`src/rtl/sim_halt_monitor.sv`:
```
// Simulation-termination monitor: detects EBREAK, watchdog idle and cycle-limit events,
// drains in-flight writes, then holds a sticky halt with exit code, PC and counters.
module sim_halt_monitor #(
    parameter int unsigned XLEN         = 32,
    parameter int unsigned CNT_W        = 64,
    parameter logic [31:0] EBREAK_INST  = 32'h00100073,
    parameter int unsigned DRAIN_CYCLES = 2,
    parameter int unsigned TIMEOUT      = 0,
    parameter int unsigned MAX_CYCLES   = 0
) (
    input  logic             clk,
    input  logic             rst,
    input  logic             inst_valid,
    input  logic [31:0]      inst,
    input  logic [XLEN-1:0]  pc,
    input  logic [XLEN-1:0]  a0,
    output logic             stop,
    output logic             halt,
    output logic [1:0]       halt_reason,
    output logic [XLEN-1:0]  exit_code,
    output logic [XLEN-1:0]  halt_pc,
    output logic             good,
    output logic [CNT_W-1:0] cycle_cnt,
    output logic [CNT_W-1:0] instret_cnt
);

    localparam int unsigned DRAIN_W = (DRAIN_CYCLES > 1) ? $clog2(DRAIN_CYCLES) : 1;
    localparam int unsigned WD_W    = (TIMEOUT > 1) ? $clog2(TIMEOUT) : 1;

    typedef enum logic [1:0] {RUN, DRAIN, HALT} state_t;

    localparam logic [1:0] REASON_EBREAK   = 2'd1;
    localparam logic [1:0] REASON_WATCHDOG = 2'd2;
    localparam logic [1:0] REASON_LIMIT    = 2'd3;

    state_t             state, state_next;
    logic [DRAIN_W-1:0] drain_cnt;
    logic [WD_W-1:0]    wd_cnt;
    logic [XLEN-1:0]    last_pc;
    logic               trap, wd_fire, limit_fire;

    // NOTE: every always_comb output gets a default first so no path leaves it unassigned (no latch).
    always_comb begin
        trap       = 1'b0;
        wd_fire    = 1'b0;
        limit_fire = 1'b0;
        if (state == RUN) begin
            trap       = inst_valid && (inst == EBREAK_INST);
            wd_fire    = (TIMEOUT > 0) && !inst_valid && (wd_cnt == WD_W'(TIMEOUT - 1));
            limit_fire = (MAX_CYCLES > 0) && (cycle_cnt == CNT_W'(MAX_CYCLES - 1));
        end
    end

    always_comb begin
        state_next = state;
        unique case (state)
            RUN: begin
                if (trap)
                    state_next = (DRAIN_CYCLES > 0) ? DRAIN : HALT;
                else if (wd_fire || limit_fire)
                    state_next = HALT;
            end
            DRAIN:   if (drain_cnt == '0) state_next = HALT;
            HALT:    state_next = HALT;
            default: state_next = RUN;
        endcase
    end

    // NOTE: sequential state uses non-blocking assignments so all registers update from pre-edge values.
    always_ff @(posedge clk) begin
        if (rst) state <= RUN;
        else     state <= state_next;
    end

    always_ff @(posedge clk) begin
        if (rst) begin
            halt_reason <= '0;
            exit_code   <= '0;
            halt_pc     <= '0;
            cycle_cnt   <= '0;
            instret_cnt <= '0;
            wd_cnt      <= '0;
            drain_cnt   <= '0;
            last_pc     <= '0;
        end else begin
            if (state != HALT && cycle_cnt != '1)
                cycle_cnt <= cycle_cnt + CNT_W'(1);

            if (state == RUN) begin
                if (inst_valid) begin
                    if (instret_cnt != '1)
                        instret_cnt <= instret_cnt + CNT_W'(1);
                    last_pc <= pc;
                    wd_cnt  <= '0;
                end else if (TIMEOUT > 0) begin
                    wd_cnt <= wd_cnt + WD_W'(1);
                end

                // Priority: ebreak, then watchdog, then cycle limit.
                if (trap) begin
                    halt_reason <= REASON_EBREAK;
                    exit_code   <= a0;
                    halt_pc     <= pc;
                    drain_cnt   <= DRAIN_W'(DRAIN_CYCLES - 1);
                end else if (wd_fire) begin
                    halt_reason <= REASON_WATCHDOG;
                    exit_code   <= '1;
                    halt_pc     <= last_pc;
                end else if (limit_fire) begin
                    halt_reason <= REASON_LIMIT;
                    exit_code   <= '1;
                    halt_pc     <= inst_valid ? pc : last_pc;
                end
            end else if (state == DRAIN && drain_cnt != '0) begin
                drain_cnt <= drain_cnt - DRAIN_W'(1);
            end
        end
    end

    assign stop = (state != RUN);
    assign halt = (state == HALT);
    assign good = halt && (halt_reason == REASON_EBREAK) && (exit_code == '0);

endmodule

```
`config.mk`:
```
export PLATFORM = sky130hd
export DESIGN_NAME = sim_halt_monitor
export DESIGN_NICKNAME = d
export VERILOG_FILES = /design/src/rtl/sim_halt_monitor.sv
export SDC_FILE = /design/constraint.sdc
export NUM_CORES = 1
export LEC_CHECK = 0
export CORE_UTILIZATION = 64
export DETAILED_ROUTE_END_ITERATION = 10
export DONT_BUFFER_PORTS = 1
export PLACE_DENSITY = 0.86
export RECOVER_POWER = 100
export SLEW_MARGIN = 0
export SYNTH_ARGS = -nofsm -noshare
export SYNTH_HDL_FRONTEND = slang
export SYNTH_SLANG_ARGS = --single-unit
```
`constraint.sdc`:
```
create_clock -name clk -period 3.4 [get_ports clk]
set_input_delay 0.68 -clock clk [delete_from_list [all_inputs] [get_ports clk]]
set_output_delay 0.68 -clock clk [all_outputs]
set_load 0.02 [all_outputs]
```
==> summary.txt, run 1 <==
Outcome
  • Status: complete, no violations

Floorplanning
  • Core area: 14100 µm²
  • Vert. Die Dim: 123.2 µm
  • I/O pin count: 296
  • Die ar.: 15180 µm²
  • Cell Rows: 43
  • Die width: 123.2 µm
  • Starting density of the core: 66.71%

Logic synthesis
  • Cells after Synth: 1192
  • Main area contributors after synthesis: dfxtp_1 (42%), nand2_1 (7.9%), a21oi_1 (6.5%), nor2_1 (4.7%), nand3_1 (3.4%)
  • Mapped cell area: 9403 µm²
  • Most common library cells after synthesis: nand2_1 (197), dfxtp_1 (196), a21oi_1 (122)
  • Top_reg_cell synth: dfxtp_1
  • Fraction of registers with async set/reset: 0%
  • Count of cell types in the netlist: 59
  • Area leader, netlist: dfxtp_1
  • Post-synth EDFFs: 0
  • Synth top area share: 41.73%
  • Mapped Nets: 1296
  • #FFs+latches synth: 196
  • Sequential area share after synthesis: 41.73%
  • Count leader, synth: nand2_1
  • Yosys warning count: 0
  • Avg Cell Area, Syn: 7.888 µm²

Critical path
  • Crit path kind: register to primary output
  • Worst endpoint required time: 2.72 ns
  • Crit path capture type: primary output
  • CP Max Fanout: 15
  • Arr. time, crit path: 2.51 ns
  • Startpoint type of the worst setup path: register

Finish
  • Share of layout cells above drive strength 1: 7.221%
  • Syn-to-layout area delta: 7.212%
  • Post-Layout Cell Count: 1372
  • NumNets Final: 1282

Power and ir drop
  • Power, Total: 0.004305 W
  • Peak supply drop: 0.0003375 V
  • Power per cell area: 427.1 nW/µm²
  • LEAKAGE: 3.029 nW

Placement
  • Placer Congestion: 0.9390
  • DP Wirelength: 19270 µm
  • I/O Buffers: 0
  • Dpl cells: 1339

CTS
  • Post-CTS Setup Repair Bufs: 0
  • Reg clk slew, reported paths: 0.07 ns
  • Hold-fix buffers, CTS: 0
  • Cts repair resizes: 0
  • Longest Clk Path Bufs: 2
  • Clk root buf: clkbuf_16
  • CTS sink cnt: 196
  • TritonCTS clock tree: yes
  • H-tree levels: 4
  • CTS buffer count: 17
  • Worst-skew pair later-pin latency: 0.44 ns

STA
  • Sum Neg Setup Slack: 0 ns
  • Max Transition Viols Final: 0
  • Final setup fails: 0
  • Final Hold Viols: 0
  • RSZ-0062 raised after global routing: false
  • Crit path time final: 3.193 ns
  • Slew headroom: 15.69%
  • FMAX: 313.2 MHz
  • Worst-margin pin slew: 1.265 ns
  • Tcrit/Tclk final: 93.90%
  • Layout Skew: 0.009968 ns
  • WHS: 0.3182 ns

Global routing
  • Vias in the first global route: 7985
  • Largest net degree at the start of global routing: 216
  • First-pass GRT wire length: 41460 µm
  • GRT overflow: 0
  • Total GRT Usage: 34.76%
  • Initial antenna violation count: 1

Job
  • Max-Cap Viols: 0

Detailed routing
  • Mean number of vias per cell: 6.633
  • Initial drt markers: 1143
  • Met3 WL: 2974 µm
  • Metal2 WL: 12720 µm
  • Vias post-DR: 9101
  • # DRC: 0
  • Antenna Nets Post-Route: 0
  • DR WL/cell: 19.65 µm
  • Highest metal used: met4
  • DRT Wirelength: 26960 µm
  • Met1 WL: 10390 µm
  • 1st-pass router iterations: 6

Hold path
  • Hold Path Class: primary input to register
## logic make-up (layout without fill, tap and decap cells)
kind of cell | count (synthesis) | in the layout | synth area share (%)
and+or+nand+nor | 635 | 635 | 34.84
adders and majority gates | 5 | 5 | 0.6653
DFF | 196 | 196 | 41.73
AOI/OAI and AO/OA | 205 | 205 | 12.22
xor gates and xnor gates | 57 | 57 | 5.309
muxes | 17 | 17 | 2.009
other | 1 | 2 | 0.03988
buffers and inverters | 76 | 75 | 3.194
## routing by layer
layer | track usage (%) | vias to the layer above
met5 | 0 | -
met4 | 14.91 | 0
met3 | 10.61 | 86
met2 | 54.05 | 577
met1 | 44.53 | 4195
li1 | - | 4243
## registers in the layout, summed over array words and instances, names as in the netlist
register     count
instret_cnt     64
state            2
halt_reason      1
exit_code       32
halt_pc         32
drain_cnt        1
cycle_cnt       64
## placed cells by master (no fill, tap or decap), types with 13 or more instances in the layout
master	n
xor2_1	29
or4_1	31
nand4_1	47
o31ai_1	23
nor3_1	35
o21ai_0	41
nor2b_1	15
nand2_1	196
nor4_1	40
a21oi_1	122
xnor2_1	28
clkbuf_1	13
or3_1	30
nand3_1	63
inv_1	16
nor2_1	118
clkbuf_16	17
mux2_2	15
dfxtp_1	196
## critical path, cell delays in order (launching register included)
cell and delay [ns]:
dfxtp_1 0.33, inv_1 0.08, ha_1 0.65, nand4_1 0.26, nor2_1 0.20, nand4_1 0.10
nor4_1 0.19, clkbuf_1 0.27
## final timing paths
| check | depth (start not counted) | slack (ns) | end | startpoint |
|---|---|---|---|---|
| max | 7 | 0.21 | good | state[0]$_SDFFE_PP0P_ |
| min | 1 | 0.32 | instret_cnt[52]$_SDFFE_PP0P_ | rst |
| max reg2reg | 6 | 0.22 | instret_cnt[55]$_SDFFE_PP0P_ | instret_cnt[7]$_SDFFE_PP0P_ |
| min reg2reg | 2 | 0.48 | drain_cnt$_SDFFE_PP0P_ | drain_cnt$_SDFFE_PP0P_ |
## power by group
group          internal (W)  switching, W
Clock              0.000994      0.000960
Combinational     0.0000155     0.0000220
Sequential          0.00230     0.0000150
## stage by stage
step | area (µm²) | setup slack, ns | utilization (%)
2_1_floorplan | 9403 | 0.7795 | -
4_1_cts | 10180 | 0.2785 | 72.24
6_report | 10080 | 0.2073 | 71.52
3_3_place_gp | 9610 | 0.6742 | 68.18
3_5_place_dp | 9610 | 0.5874 | 68.18
5_1_grt | 10080 | 0.08282 | 71.52
## cell type report
type	count	area, µm²
timing repair buffer	27	146.4
clock buffer	18	439.2
clock inverter	14	132.6
inverter	16	60.06
fill	1118	4015
sequential	196	3924
tap	180	225.2
multi-input combinational	920	5151
antenna	1	2.502
No activity file was read; power rests on OpenSTA's default activity.
==> run 2, diff against run 1 <==
CORE_UTILIZATION = 66   (was 64)
CTS_BUF_LIST = sky130_fd_sc_hd__clkbuf_8   (was not set)
PLACE_DENSITY = 0.88   (was 0.86)
==> summary.txt, run 2 (synthesis results as in run 1) <==
STA
  • Slew headroom: 16.92% (was 15.69%)
  • Tcrit/Tclk final: 91.54% (was 93.90%)
  • Final setup fails: 0 (unchanged)
  • Worst-margin pin slew: 1.246 ns (was 1.265 ns)
  • Layout Skew: 0.01458 ns (was 0.009968 ns)
  • Final Hold Viols: 0 (unchanged)
  • Max Transition Viols Final: 0 (unchanged)
  • RSZ-0062 raised after global routing: false (unchanged)
  • Crit path time final: 3.113 ns (was 3.193 ns)
  • Sum Neg Setup Slack: 0 ns (unchanged)
  • FMAX: 321.3 MHz (was 313.2 MHz)

Power and ir drop
  • Switching Power: 0.0009398 W (was 0.0009969 W)
  • Power share of the clock group: 38.0% (was 45.4%)
  • Peak supply drop: 0.0002589 V (was 0.0003375 V)
  • Gate power share: 1.0% (was 0.9%)
  • Power Internal: 0.002854 W (was 0.003308 W)
  • Power per cell area: 383.3 nW/µm² (was 427.1 nW/µm²)
  • Net switching fraction of the power: 24.77% (was 23.16%)
  • Flop pwr share: 61.0% (was 53.7%)
  • LEAKAGE: 2.954 nW (was 3.029 nW)

Floorplanning
  • Core area: 13880 µm² (was 14100 µm²)
  • Die ar.: 14730 µm² (was 15180 µm²)
  • Cell Rows: 43 (unchanged)
  • Starting density of the core: 67.74% (was 66.71%)
  • I/O pin count: 296 (unchanged)
  • Die width: 121.4 µm (was 123.2 µm)
  • Vert. Die Dim: 121.4 µm (was 123.2 µm)

Critical path
  • Crit. Startpoint: instret_cnt[1]$_SDFFE_PP0P_ (was state[0]$_SDFFE_PP0P_)
  • Delay of the slowest critical-path stage: 0.56 ns (was 0.65 ns)
  • Arr. time, crit path: 3.52 ns (was 2.51 ns)
  • Startpoint type of the worst setup path: register (unchanged)
  • Worst endpoint required time: 3.81 ns (was 2.72 ns)
  • Slowest-stage cell, CP: dfxtp_1 (was ha_1)
  • R2R Path Start: instret_cnt[1]$_SDFFE_PP0P_ (was instret_cnt[7]$_SDFFE_PP0P_)
  • Cells along the critical path: ha_1 > nand3_1 > or2_0 > or3_1 > o21ai_0 > clkbuf_1 > o21ai_0 > a21oi_1 (was inv_1 > ha_1 > nand4_1 > nor2_1 > nand4_1 > nor4_1 > clkbuf_1)
  • Crit path capture type: register (was primary output)
  • CP Max Fanout: 16 (was 15)
  • Crit path kind: register to register (was register to primary output)
  • CP dominant cell by count: o21ai_0 (was nand4_1)

CTS
  • CTS sink cnt: 196 (unchanged)
  • Worst-skew pair later-pin latency: 0.48 ns (was 0.44 ns)
  • H-tree levels: 4 (unchanged)
  • Hold-fix buffers, CTS: 0 (unchanged)
  • TritonCTS clock tree: yes (unchanged)
  • Cts repair resizes: 0 (unchanged)
  • Longest Clk Path Bufs: 2 (unchanged)
  • CTS buffer count: 17 (unchanged)
  • Reg clk slew, reported paths: 0.11 ns (was 0.07 ns)
  • Clk root buf: clkbuf_8 (was clkbuf_16)
  • Post-CTS Setup Repair Bufs: 0 (unchanged)

Hold path
  • Hold Path Class: primary input to register (unchanged)
  • Hold path start: rst (unchanged)

Detailed routing
  • Mean number of vias per cell: 6.568 (was 6.633)
  • DRT Wirelength: 26600 µm (was 26960 µm)
  • # DRC: 0 (unchanged)
  • Vias post-DR: 9011 (was 9101)
  • Antenna Nets Post-Route: 0 (unchanged)
  • DR WL/cell: 19.39 µm (was 19.65 µm)
  • 1st-pass router iterations: 8 (was 6)
  • Initial drt markers: 1149 (was 1143)

Job
  • Max-Cap Viols: 0 (unchanged)

Finish
  • Fillers: 1116 (was 1118)
  • Commonest non-fill, non-tap cell in the layout: nand2_1
  • Commonest cells after routing, fill and taps aside: nand2_1 (197), dfxtp_1 (196), a21oi_1 (122) (was nand2_1 (196), dfxtp_1 (196), a21oi_1 (122))
  • Share of layout cells above drive strength 1: 6.795% (was 7.221%)
  • Antenna Cells: 0 (was 1)
  • Post-Layout Cell Count: 1372 (unchanged)
  • Syn-to-layout area delta: 5.269% (was 7.212%)
  • NumNets Final: 1283 (was 1282)
  • Biggest regs: cycle_cnt: 64 flops, instret_cnt: 64 flops (unchanged)

Global routing
  • Vias in the first global route: 8177 (was 7985)
  • GRT overflow: 0 (unchanged)
  • Largest net degree at the start of global routing: 216 (unchanged)
  • Initial antenna violation count: 1 (unchanged)
  • Total GRT Usage: 35.35% (was 34.76%)
  • First-pass GRT wire length: 41240 µm (was 41460 µm)

Placement
  • DP Wirelength: 19040 µm (was 19270 µm)
  • I/O Buffers: 0 (unchanged)
  • Dpl cells: 1340 (was 1339)
  • Placer Congestion: 0.9416 (was 0.9390)

Outcome
  • Status: complete, no violations (unchanged)
-- run 2: cell count changes in the layout (fill, tap and decap cells not counted), moves of 2 or more --
cell       before  now
clkbuf_8        1   17
clkinv_4        1    3
inv_8           3    5
inv_6           7    4
clkbuf_1       13   15
clkbuf_16      17    0
-- run 2: path summary, 6_finish.rpt --
check	cells after the start	slack [ns]	end
worst max register to register	8	0.29	instret_cnt[11]$_SDFFE_PP0P_
worst min-delay path	1	0.26	cycle_cnt[10]$_SDFFE_PP0P_
worst min register to register	2	0.48	drain_cnt$_SDFFE_PP0P_
worst max-delay path	8	0.29	instret_cnt[11]$_SDFFE_PP0P_
-- run 2: power by group through the flow --
stage / clock (W) / combinational, W / sequential (W)
floorplan: 0 / 0.0000640 / 0.00237
global placement: 0 / 0.0000354 / 0.00237
detailed placement: 0 / 0.0000367 / 0.00237
CTS: 0.00146 / 0.0000368 / 0.00231
global route: 0.00157 / 0.0000399 / 0.00232
finish: 0.00144 / 0.0000369 / 0.00232
-- run 2: layout make-up --
type / instances / area (µm²) / area share, %
flip-flops and latches: 196 / 3924 / 39.64
repair buffers: 28 / 163.9 / 1.656
clock inverters: 15 / 136.4 / 1.378
inverters: 16 / 60.06 / 0.6068
well taps: 180 / 225.2 / 2.275
multi-input cells: 920 / 5155 / 52.08
clock buffers: 17 / 234.0 / 2.364
-- run 2: stage by stage --
step                setup WS [ns]  hold WS, ns  power [W]  area [µm²]  utilization [%]
floorplan                  0.7795       0.4544   0.002430        9403                -
CTS                        0.3027       0.2459   0.003813       10000            72.05
detailed placement         0.5370       0.4721   0.002404        9630            69.38
finish                     0.2875       0.2557   0.003794        9898            71.31
global placement           0.6272       0.4616   0.002403        9630            69.38
global route              0.07929       0.2382   0.003923        9898            71.31
-- run 2: worst max-delay path: cells and delay by family (launching register included) --
kind | cells | cell delay (ns)
AOI/OAI and AO/OA | 3 | 0.61
buffers and inverters | 1 | 0.56
adders and majority gates | 1 | 0.25
and+or+nand+nor | 3 | 1.08
DFF | 1 | 0.56
-- run 2: metal layers --
metal	share of wire, %	global-route usage, %	wire length (µm)
met1	39	43.96	10460
met4	3.6	17.13	960
met2	46	55.08	12310
met3	11	11.23	2870
met5	0	0	0
==> run 3, diff against run 2 <==
CORE_ASPECT_RATIO = 1.5   (was not set)
==> summary.txt, run 3 (synthesis results as in run 1) <==
Power and ir drop
  • Switching Power: 0.001017 W (was 0.0009398 W)
  • Flop pwr share: 59.1% (was 61.0%)
  • Net switching fraction of the power: 25.96% (was 24.77%)
  • Peak supply drop: 0.0002753 V (was 0.0002589 V)
  • Power share of the clock group: 39.9% (was 38.0%)
  • LEAKAGE: 3.008 nW (was 2.954 nW)
  • Gate power share: 1.0% (about the same)
  • Power, Total: 0.003916 W (was 0.003794 W)
  • Power Internal: 0.002900 W (was 0.002854 W)
  • Power per cell area: 391.6 nW/µm² (was 383.3 nW/µm²)

Critical path
  • Arr. time, crit path: 3.38 ns (was 3.52 ns)
  • Crit path capture type: register (unchanged)
  • Worst R2R Setup Slack: 0.41 ns (was 0.29 ns)
  • Reg2reg path depth: 7 (was 8)
  • Reg-to-Reg End: cycle_cnt[51]$_SDFFE_PP0P_ (was instret_cnt[11]$_SDFFE_PP0P_)
  • Worst endpoint required time: 3.79 ns (was 3.81 ns)
  • CP Max Fanout: 12 (was 16)
  • Startpoint type of the worst setup path: register (unchanged)
  • Capture point of the critical path: cycle_cnt[51]$_SDFFE_PP0P_ (was instret_cnt[11]$_SDFFE_PP0P_)
  • Crit. Startpoint: state[0]$_SDFFE_PP0P_ (was instret_cnt[1]$_SDFFE_PP0P_)
  • R2R Path Start: state[0]$_SDFFE_PP0P_ (was instret_cnt[1]$_SDFFE_PP0P_)
  • Crit path kind: register to register (unchanged)

Finish
  • Biggest regs: cycle_cnt: 64 flops, instret_cnt: 64 flops (unchanged)
  • Syn-to-layout area delta: 6.360% (was 5.269%)
  • Share of layout cells above drive strength 1: 7.215% (was 6.795%)
  • Commonest cells after routing, fill and taps aside: nand2_1 (196), dfxtp_1 (196), a21oi_1 (122) (was nand2_1 (197), dfxtp_1 (196), a21oi_1 (122))
  • NumNets Final: 1283 (unchanged)
  • Post-Layout Cell Count: 1384 (was 1372)
  • Antenna Cells: 0 (unchanged)

Global routing
  • Met2 usage: 56.88% (was 55.08%)
  • M1 GR Usage: 37.18% (was 43.96%)
  • Met3 global-route usage: 9.117% (was 11.23%)
  • Initial antenna violation count: 0 (was 1)
  • Largest net degree at the start of global routing: 216 (unchanged)
  • First-pass GRT wire length: 39840 µm (was 41240 µm)
  • GRT overflow: 0 (unchanged)
  • Vias in the first global route: 8295 (was 8177)
  • Top Usage Layer GRT: met2 (unchanged)
  • Total GRT Usage: 33.28% (was 35.35%)

CTS
  • Worst-skew pair later-pin latency: 0.47 ns (was 0.48 ns)
  • Post-CTS Setup Repair Bufs: 0 (unchanged)
  • Cts repair resizes: 0 (unchanged)
  • H-tree levels: 4 (unchanged)
  • TritonCTS clock tree: yes (unchanged)
  • Hold-fix buffers, CTS: 0 (unchanged)
  • Reg clk slew, reported paths: 0.11 ns (about the same)
  • CTS sink cnt: 196 (unchanged)
  • Longest Clk Path Bufs: 2 (unchanged)
  • CTS buffer count: 17 (unchanged)
  • Clk root buf: clkbuf_8 (unchanged)

Floorplanning
  • I/O pin count: 296 (unchanged)
  • Core area: 13990 µm² (was 13880 µm²)
  • Vert. Die Dim: 148.2 µm (was 121.4 µm)
  • Cell Rows: 53 (was 43)
  • Starting density of the core: 67.20% (was 67.74%)
  • Die ar.: 14740 µm² (was 14730 µm²)
  • Die width: 99.46 µm (was 121.4 µm)

Detailed routing
  • # DRC: 0 (unchanged)
  • DRT Wirelength: 25710 µm (was 26600 µm)
  • DR WL/cell: 18.58 µm (was 19.39 µm)
  • Antenna Nets Post-Route: 0 (unchanged)
  • Mean number of vias per cell: 6.496 (was 6.568)
  • 1st-pass router iterations: 6 (was 8)
  • Vias post-DR: 8991 (was 9011)
  • Initial drt markers: 551 (was 1149)

STA
  • FMAX: 334.2 MHz (was 321.3 MHz)
  • Slew headroom: 11.64% (was 16.92%)
  • Crit path time final: 2.992 ns (was 3.113 ns)
  • Tcrit/Tclk final: 88.00% (was 91.54%)
  • Layout Skew: 0.02508 ns (was 0.01458 ns)
  • Final Hold Viols: 0 (unchanged)
  • RSZ-0062 raised after global routing: false (unchanged)
  • Worst-margin pin slew: 1.325 ns (was 1.246 ns)
  • Final setup fails: 0 (unchanged)
  • Max Transition Viols Final: 0 (unchanged)
  • Sum Neg Setup Slack: 0 ns (unchanged)
  • WHS: 0.2712 ns (was 0.2557 ns)

Placement
  • Placer Congestion: 0.9398 (was 0.9416)
  • Dpl cells: 1352 (was 1340)
  • I/O Buffers: 0 (unchanged)
  • DP Wirelength: 18510 µm (was 19040 µm)

Hold path
  • Hold Path Class: primary input to register (unchanged)

Outcome
  • Status: complete, no violations (unchanged)

Job
  • Max-Cap Viols: 0 (unchanged)
[run 3: worst min-delay path by stage]
| stage | startpoint | to | cells after the start |
|---|---|---|---|
| global placement | drain_cnt$_SDFFE_PP0P_ | drain_cnt$_SDFFE_PP0P_ | 2 |
| global route | rst | halt_pc[2]$_SDFFE_PP0P_ | 1 |
| detailed placement | drain_cnt$_SDFFE_PP0P_ | drain_cnt$_SDFFE_PP0P_ | 2 |
| floorplan | drain_cnt$_SDFFE_PP0P_ | drain_cnt$_SDFFE_PP0P_ | 2 |
| CTS | rst | cycle_cnt[45]$_SDFFE_PP0P_ | 1 |
| finish | rst | cycle_cnt[47]$_SDFFE_PP0P_ | 1 |
[run 3: metrics by stage]
stage | area, µm² | util, % | setup WS (ns)
floorplan | 9403 | - | 0.7795
global placement | 9633 | 68.85 | 0.6882
detailed placement | 9633 | 68.85 | 0.6181
CTS | 10060 | 71.93 | 0.5973
global route | 10000 | 71.47 | 0.1693
finish | 10000 | 71.47 | 0.4079
[run 3: final cells by class]
class / count / area [µm²]
clock buffers: 17 / 234.0
clock inverters: 15 / 197.7
fillers: 1149 / 3991
inverters: 16 / 60.06
multi-input cells: 920 / 5177
flip-flops and latches: 196 / 3924
well taps: 192 / 240.2
repair buffers: 28 / 167.7
[run 3: critical path: stages (launching register included)]
cell,delay [ns]
dfxtp_1,0.37
inv_1,0.07
ha_1,0.30
clkbuf_1,0.38
nor4b_1,0.76
nand4_1,0.35
or4_1,0.56
a21oi_1,0.14
[run 3: power by group through the flow]
stage	combinational, W	clock, W	sequential (W)
after floorplan	0.0000640	0	0.00237
after CTS	0.0000417	0.00158	0.00231
after global routing	0.0000451	0.00168	0.00232
after global placement	0.0000400	0	0.00237
after detailed placement	0.0000415	0	0.00237
final	0.0000395	0.00156	0.00231
[run 3: metal layers]
layer | part of all wire, % | wire, µm
met5 | 0 | 0
met4 | 4.9 | 1268
met3 | 9.2 | 2373
met2 | 50 | 12750
met1 | 36 | 9325
